**src/rtl/muldiv_pkg.sv**
```systemverilog
// Shared types and constants for the multiply/divide sequencer.
// Used by muldiv_step and muldiv_sequencer.
package muldiv_pkg;

   localparam int DEFAULT_WIDTH = 32;

   localparam logic OP_MUL = 1'b0;
   localparam logic OP_DIV = 1'b1;

   typedef enum logic [1:0] {
      IDLE = 2'd0,
      MUL  = 2'd1,
      DIV  = 2'd2,
      DONE = 2'd3
   } state_e;

endpackage

```
**src/rtl/muldiv_step.sv**
```systemverilog
// One combinational iteration: shift-add for multiply and, when MULDIV_SEQUENCER_DIV_EN
// is defined, one restoring shift-subtract for divide. hi/lo form the 2*WIDTH working pair.
module muldiv_step
   import muldiv_pkg::*;
#(
   parameter int WIDTH = DEFAULT_WIDTH
) (
   input  logic [WIDTH-1:0] hi_i,
   input  logic [WIDTH-1:0] lo_i,
   input  logic [WIDTH-1:0] opnd_i,
   output logic [WIDTH-1:0] mul_hi_o,
   output logic [WIDTH-1:0] mul_lo_o
`ifdef MULDIV_SEQUENCER_DIV_EN
   ,
   output logic [WIDTH-1:0] div_hi_o,
   output logic [WIDTH-1:0] div_lo_o
`endif
);

   logic [WIDTH:0] sum;
   logic [WIDTH:0] add_sel;

   // Multiplier sits in lo and shifts out LSB-first; the carry of the add lands in hi's MSB.
   always_comb begin
      sum      = {1'b0, hi_i} + {1'b0, opnd_i};
      add_sel  = lo_i[0] ? sum : {1'b0, hi_i};
      mul_hi_o = add_sel[WIDTH:1];
      mul_lo_o = {add_sel[0], lo_i[WIDTH-1:1]};
   end

`ifdef MULDIV_SEQUENCER_DIV_EN
   logic [WIDTH:0]   shifted;
   logic [WIDTH-1:0] diff;
   logic             ge;

   // The true difference is always below 2^WIDTH when ge holds, so a WIDTH-bit subtract suffices.
   always_comb begin
      shifted  = {hi_i, lo_i[WIDTH-1]};
      ge       = (shifted >= {1'b0, opnd_i});
      diff     = shifted[WIDTH-1:0] - opnd_i;
      div_hi_o = ge ? diff : shifted[WIDTH-1:0];
      div_lo_o = {lo_i[WIDTH-2:0], ge};
   end
`endif

endmodule

```
**src/rtl/muldiv_sequencer.sv**
```systemverilog
// Iterative unsigned multiply/divide sequencer: WIDTH steps per op, result published in DONE.
// Divider datapath is compiled in only when MULDIV_SEQUENCER_DIV_EN is defined.
module muldiv_sequencer
   import muldiv_pkg::*;
#(
   parameter int WIDTH = DEFAULT_WIDTH,
   parameter int CNT_W = 6
) (
   input  logic             clock,
   input  logic             reset,
   input  logic             start,
   input  logic             op_div,
   input  logic [WIDTH-1:0] a,
   input  logic [WIDTH-1:0] b,
   output logic             busy,
   output logic             done,
   output logic [WIDTH-1:0] hi,
   output logic [WIDTH-1:0] lo,
   output logic             div_zero,
   output state_e           dbg_state
);

   state_e             state_q, state_d;
   logic [CNT_W-1:0]   cnt_q, cnt_d;
   logic [WIDTH-1:0]   opnd_q, opnd_d;
   logic [WIDTH-1:0]   work_hi_q, work_hi_d;
   logic [WIDTH-1:0]   work_lo_q, work_lo_d;
   logic [WIDTH-1:0]   hi_q, hi_d;
   logic [WIDTH-1:0]   lo_q, lo_d;
   logic               dz_q, dz_d;
   logic               last_step;

   logic [WIDTH-1:0]   mul_hi, mul_lo;
`ifdef MULDIV_SEQUENCER_DIV_EN
   logic [WIDTH-1:0]   div_hi, div_lo;
`endif

   muldiv_step #(.WIDTH(WIDTH)) u_step (
      .hi_i     (work_hi_q),
      .lo_i     (work_lo_q),
      .opnd_i   (opnd_q),
      .mul_hi_o (mul_hi),
      .mul_lo_o (mul_lo)
`ifdef MULDIV_SEQUENCER_DIV_EN
      ,
      .div_hi_o (div_hi),
      .div_lo_o (div_lo)
`endif
   );

   assign last_step = (cnt_q == CNT_W'(WIDTH - 1));

   always_comb begin
      state_d   = state_q;
      cnt_d     = cnt_q;
      opnd_d    = opnd_q;
      work_hi_d = work_hi_q;
      work_lo_d = work_lo_q;
      hi_d      = hi_q;
      lo_d      = lo_q;
      dz_d      = dz_q;
      case (state_q)
         IDLE: begin
            if (start) begin
               // opnd holds the addend (mul) or divisor (div); work_lo holds multiplier or dividend.
               opnd_d    = (op_div == OP_DIV) ? b : a;
               work_lo_d = (op_div == OP_DIV) ? a : b;
               work_hi_d = '0;
               cnt_d     = '0;
               dz_d      = 1'b0;
               state_d   = (op_div == OP_DIV) ? DIV : MUL;
            end
         end
         MUL: begin
            work_hi_d = mul_hi;
            work_lo_d = mul_lo;
            cnt_d     = cnt_q + CNT_W'(1);
            if (last_step) begin
               hi_d    = mul_hi;
               lo_d    = mul_lo;
               state_d = DONE;
            end
         end
         DIV: begin
`ifdef MULDIV_SEQUENCER_DIV_EN
            if (opnd_q == '0) begin
               hi_d    = work_lo_q;
               lo_d    = '1;
               dz_d    = 1'b1;
               state_d = DONE;
            end else begin
               work_hi_d = div_hi;
               work_lo_d = div_lo;
               cnt_d     = cnt_q + CNT_W'(1);
               if (last_step) begin
                  hi_d    = div_hi;
                  lo_d    = div_lo;
                  state_d = DONE;
               end
            end
`else
            dz_d    = 1'b1;
            state_d = DONE;
`endif
         end
         DONE: begin
            state_d = IDLE;
         end
         default: begin
            state_d = IDLE;
         end
      endcase
   end

   always_ff @(posedge clock) begin
      if (!reset) begin
         state_q   <= IDLE;
         cnt_q     <= '0;
         opnd_q    <= '0;
         work_hi_q <= '0;
         work_lo_q <= '0;
         hi_q      <= '0;
         lo_q      <= '0;
         dz_q      <= 1'b0;
      end else begin
         state_q   <= state_d;
         cnt_q     <= cnt_d;
         opnd_q    <= opnd_d;
         work_hi_q <= work_hi_d;
         work_lo_q <= work_lo_d;
         hi_q      <= hi_d;
         lo_q      <= lo_d;
         dz_q      <= dz_d;
      end
   end

   assign busy      = (state_q != IDLE);
   assign done      = (state_q == DONE);
   assign div_zero  = done & dz_q;
   assign hi        = hi_q;
   assign lo        = lo_q;
   assign dbg_state = state_q;

endmodule

```
**config.mk**
```make
export PLATFORM = sky130hd
export DESIGN_NAME = muldiv_sequencer
export DESIGN_NICKNAME = d
export VERILOG_FILES = /design/src/rtl/muldiv_pkg.sv /design/src/rtl/muldiv_step.sv /design/src/rtl/muldiv_sequencer.sv
export SDC_FILE = /design/constraint.sdc
export NUM_CORES = 1
export LEC_CHECK = 0
export BUFFER_PORTS_ARGS = -buffer_cell sky130_fd_sc_hd__buf_2
export CELL_PAD_IN_SITES_DETAIL_PLACEMENT = 2
export CELL_PAD_IN_SITES_GLOBAL_PLACEMENT = 2
export CORE_ASPECT_RATIO = 1.2
export CORE_MARGIN = 2
export CORE_UTILIZATION = 34
export DETAILED_ROUTE_END_ITERATION = 10
export PLACE_DENSITY_LB_ADDON = 0.25
export RECOVER_POWER = 50
export SYNTH_ARGS = -nofsm -noshare
export SYNTH_HDL_FRONTEND = slang
export SYNTH_SLANG_ARGS = --single-unit
```
**constraint.sdc**
```tcl
create_clock -name clock -period 3.16 [get_ports clock]
set_clock_uncertainty 0.2 [all_clocks]
set_input_delay 0.158 -clock clock [delete_from_list [all_inputs] [get_ports clock]]
set_output_delay 0.158 -clock clock [all_outputs]
set_load 0.02 [all_outputs]
```
Word level (Yosys, flattened, before mapping)
Cells that the tools add are included.
- bits in registers: 169
- input bits: 68
- output and inout port bits: 69
- word-level logic and storage cells: 41
- $add $sub $neg: 2
- equality and inequality tests: 6
- muxes and demuxes: 15
- bitwise operators: 1
- reduce and logical (&&, ||, !) cells: 9
- operators by type and width (operator ; count):
    32-bit two-way mux ; 4
    32-bit one-hot mux with 2 select lines ; 2
    32-bit by 32-bit adder with 33-bit output ; 1
    33-bit two-way mux ; 1
    6-bit one-hot mux with 2 select lines ; 1
    2-bit AND reduction ; 5
    2-bit one-hot mux with 4 select lines ; 1
    6-bit by 1-bit adder with 6-bit output (second input constant) ; 1
    6-bit by 5-bit equality test with 1-bit output (second input constant) ; 1
    2-bit two-way mux ; 3
    6-bit two-way mux ; 1
    2-bit nonzero test ; 3
    2-bit equality test (second input constant) ; 2
    2-bit inequality test (second input constant) ; 2
    2-bit by 1-bit equality test with 1-bit output (second input constant) ; 1
    2-bit zero test ; 1
    1-bit one-hot mux with 2 select lines ; 1
    1-bit bitwise AND ; 1
    1-bit two-way mux ; 1

Logic depth before layout (Yosys ltp)
- depth after elaboration: 3
- depth in mapped cells: 11
- mapped depth without buffers: 11

Cells and area by module
From an unflattened synthesis, not the netlist that was laid out.
- cells, all modules: 1140
- area, all modules: 9509.1 um2
- by module, submodules not included (module ; instances ; cells an instance ; area an instance (um2) ; seq. area each (um2)):
    muldiv_sequencer ; 1 ; 813 ; 7128.1 ; 3383.2
    muldiv_step ; 1 ; 327 ; 2381.0 ; 0.0

Worst setup path after synthesis
No wires, ideal clock.
- kind: register -> register
- start: register opnd_q[0]
- end: register hi_q[31] (netlist: hi[31])
- library setup time: 0.117 ns
- data arrival time: 2.486 ns
- required time: 2.843 ns
- slack: 0.357 ns
- stages on the path, launching flop included: 12
- path buffers: 0
- period minus slack after synthesis: 2.803 ns
- cell sequence: dfxtp_1 > ha_1 > fa_1 > a21o_1 > nand4_1 > a21oi_1 > or4_1 > a21o_1 > nand4_1 > nand3_1 > a21o_1 > a32o_1
- longest elaborated chain between the ends: 2
- RTL lines (item ; line ; source):
    start: declaration ; muldiv_sequencer.sv:25 ; logic [WIDTH-1:0] opnd_q, opnd_d;
    start signal: assignment ; muldiv_sequencer.sv:128 ; opnd_q <= opnd_d;
    32-bit by 32-bit adder with 33-bit output ; muldiv_step.sv:25 ; sum = {1'b0, hi_i} + {1'b0, opnd_i};
    33-bit two-way mux ; muldiv_step.sv:26 ; add_sel = lo_i[0] ? sum : {1'b0, hi_i};
    end signal: assignment ; muldiv_sequencer.sv:131 ; hi_q <= hi_d;
    end: declaration ; muldiv_sequencer.sv:28 ; logic [WIDTH-1:0] hi_q, hi_d;
Every way passes these cells.
A chain may end at the register's enable or synchronous reset.

Worst setup path in the final report
- start: register work_hi_q[0]
- end: register hi_q[29] (netlist: hi[29])
- longest elaborated chain between the ends: 2
- RTL lines (item ; line ; source):
    start: declaration ; muldiv_sequencer.sv:26 ; logic [WIDTH-1:0] work_hi_q, work_hi_d;
    start signal: assignment ; muldiv_sequencer.sv:129 ; work_hi_q <= work_hi_d;
    32-bit by 32-bit adder with 33-bit output ; muldiv_step.sv:25 ;
    33-bit two-way mux ; muldiv_step.sv:26 ;
Every way passes these cells.

==> impl_metrics.json <==
{
  "status": "completed",
  "period_share_pct": 97.06,
  "critPathLaunch": "work_hi_q[0]$_SDFFE_PN0P_",
  "core_region_area_sq_mm": 0.02700,
  "ys_types": 60,
  "reg2reg_depth": 11,
  "critPathCapture": "hi[29]$_SDFFE_PN0P_",
  "final_cells": 1650,
  "syn_area_sq_mm": 0.009303,
  "synthesis.nets": 1243,
  "synthCells": 1137,
  "wl_met3_um": 793,
  "numCtsBuffers": 17,
  "synth.avg_cell_area_sq_um": 8.182,
  "cellPowerDensity_mw_per_mm2": 583.7,
  "layout.nets": 1400,
  "dp_cells": 1552,
  "r2r_end": "hi[29]$_SDFFE_PN0P_",
  "tightestPinTransition_ns": 0.9451,
  "wl_met2_um": 16550,
  "htreeDepth": 4,
  "cts_sinks": 169,
  "grt_use_total_pct": 23.47,
  "clock_latency_ns": 0.45,
  "cp.required_ns": 3.24,
  "die_h_um": 185.2,
  "die-area_sq_mm": 0.02871,
  "route.detailed.drc": 0,
  "yosysSeqAreaShare_pct": 36.37,
  "routed_wl_um": 33540,
  "maxCapViolations": 0,
  "grt_max_degree": 78,
  "tritoncts": "yes",
  "start_util_pct": 34.45,
  "first_iter_violations": 388,
  "synth_top_area_share_pct": 36.37,
  "routedWlPerCell_um": 20.33,
  "rr_startpoint": "work_hi_q[0]$_SDFFE_PN0P_",
  "routed_via_density": 5.410,
  "r2r_slack_ns": 0.09,
  "hold_viol": 0,
  "synth_edf_count": 0,
  "critical_path_class": "reg2reg",
  "max_freq_ghz": 0.3260,
  "grt_first_pass_wirelength_um": 53400,
  "num_io_pins": 137,
  "io_buffers": 136,
  "relSlewSlack_pct": 36.84,
  "wl_met1_um": 15480,
  "finalWeightedCongestion": 0.8114,
  "setup_viol": 0,
  "drive_above_1_share_pct": 10.71,
  "top_layer_used": "met4",
  "pre_cts_slack_ns": 0.02029,
  "fin_ws_ns": 0.09276,
  "syn2layout_area_growth_pct": 23.23,
  "antenna_found_initial": 2,
  "final_max_slew_viol_count": 0,
  "yosysWarnings": 0,
  "ant_nets": 0,
  "placed_area_sq_mm": 0.01033,
  "synth_area_leader_cell": "dfxtp_1",
  "critPathMaxFanout": 3,
  "grt-ovfl-total": 0,
  "rsz0062_at_grt": "yes",
  "root_buffer": "clkbuf_16",
  "die_w_um": 155,
  "synth_top_flop_cell": "dfxtp_1",
  "hp-class": "in2reg",
  "ys_ff_latch": 169,
  "start_kind": "register",
  "peakVddDrop_v": 0.0003526,
  "core.rowCount": 66,
  "yosysMostFrequentCell": "nand2_1",
  "cp-end-kind": "register",
  "clk_pin_slew_ns": 0.07,
  "post-route-min-period_ns": 3.067,
  "final_area_sq_mm": 0.01146,
  "arrival_ns": 3.15,
  "clockBufferDepth": 2,
  "synth_common_cells": "nand2_1 (203), dfxtp_1 (169), a21oi_1 (85), mux2i_1 (80), o21ai_0 (79)",
  "synth.area.top_cells": "dfxtp_1 (36%), mux2i_1 (8.6%), nand2_1 (8.2%), ha_1 (5.0%), o211a_1 (4.7%)",
  "async_reset_ff_share_pct": 0,
  "vias": 8926,
  "dr.pass1.iters": 5,
  "dp_hpwl_um": 21910,
  "grt_pass1_vias": 9618,
  "p_leak_nw": 5.010
}
area by class of cell:
type                    count  area [sq um]
fillers                  3069         15540
multi-input cells         874          5598
flip-flops and latches    169          3387
repair buffers            221          1446
clock buffers              21         470.5
well taps                 340         425.4
clock inverters            11         87.58
inverters                  11         41.29
diodes                      3         7.507
per-layer routing:
| layer | vias to the layer above | track usage, % |
|---|---|---|
| li1 | 4327 | - |
| met1 | 4409 | 29.52 |
| met2 | 146 | 41.53 |
| met3 | 44 | 3.042 |
| met4 | 0 | 7.519 |
| met5 | - | 0 |
kinds of logic after synthesis:
kind of cell    after synthesis  share of synthesized area (%)
fa+ha+maj                    38                          5.192
flops                       169                          36.37
xor+xnor                     28                          2.636
compound gates              339                          24.20
buf+inv                      94                          3.995
mux                          81                          8.729
simple gates                388                          18.88
registers in the layout, summed over array words and instances, names as in the netlist:
signal / cells
work_lo_q: 32
hi: 32
lo: 32
cnt_q: 6
opnd_q: 32
dbg_state: 2
dz_q: 1
work_hi_q: 32
cells in the final DEF, fill, tap and decap left out, types with 6 or more instances in the layout:
cell type,count
a211oi_1,7
a21boi_0,35
a21o_1,13
a21oi_1,84
a31oi_1,12
and2_1,46
and3_1,6
buf_2,65
buf_4,19
clkbuf_1,71
clkbuf_16,17
dfxtp_1,166
dlygate4sd3_1,61
ha_1,35
inv_1,11
mux2i_1,80
nand2_1,203
nand3_1,15
nand4_1,9
nor2_1,62
nor2b_1,14
nor3_1,6
o211a_1,44
o21a_1,6
o21ai_0,79
o21ai_1,10
xnor2_1,17
xor2_1,10
worst max-delay path: stages (launching register included):
cell	delay [ns]
dfxtp_2	0.34
ha_4	0.18
fa_2	0.38
a21o_1	0.17
nand4_1	0.15
a21oi_1	0.09
or4_4	0.50
a21o_1	0.22
nand4_1	0.13
nand3b_1	0.20
xnor2_2	0.25
a31oi_1	0.11
stage by stage:
| stage | utilization [%] | power, mW | hold WS [ns] | setup TNS (ns) |
|---|---|---|---|---|
| after floorplan | - | 3.873 | 0.1903 | 0 |
| after global placement | 38.26 | 4.459 | 0.2485 | 0 |
| after detailed placement | 38.26 | 4.542 | 0.2596 | 0 |
| after CTS | 42.60 | 6.706 | 0.01258 | 0 |
| after global routing | 42.45 | 7.084 | 0.04607 | -0.06050 |
| final | 42.45 | 6.692 | 0.04152 | 0 |
what timing repair did:
action                                 4_1_cts  5_1_grt
resized for setup                            1       10
hold buffers                                61        0
setup endpoints to repair                    1       21
endpoints found under the hold margin       31        0
pin swaps                                    0        4
buffers inserted                             0        2
power breakdown:
part           leakage (nW)  internal, mW  switching, mW
Combinational          3.37         0.750           1.31
Sequential             1.37          2.36          0.212
Clock                 0.263          1.08          0.977
worst min-delay path by stage:
stage	startpoint	cells after the start	to	slack [ns]
after floorplan	start	3	dz_q$_SDFFE_PN0P_	0.19
after global placement	lo[7]$_SDFFE_PN0P_	2	lo[7]$_SDFFE_PN0P_	0.25
after detailed placement	lo[17]$_SDFFE_PN0P_	2	lo[17]$_SDFFE_PN0P_	0.26
after CTS	a[25]	4	opnd_q[25]$_SDFFE_PN0P_	0.01
after global routing	a[25]	4	opnd_q[25]$_SDFFE_PN0P_	0.05
final	a[25]	4	opnd_q[25]$_SDFFE_PN0P_	0.04
(Power assumes the default switching activity.)
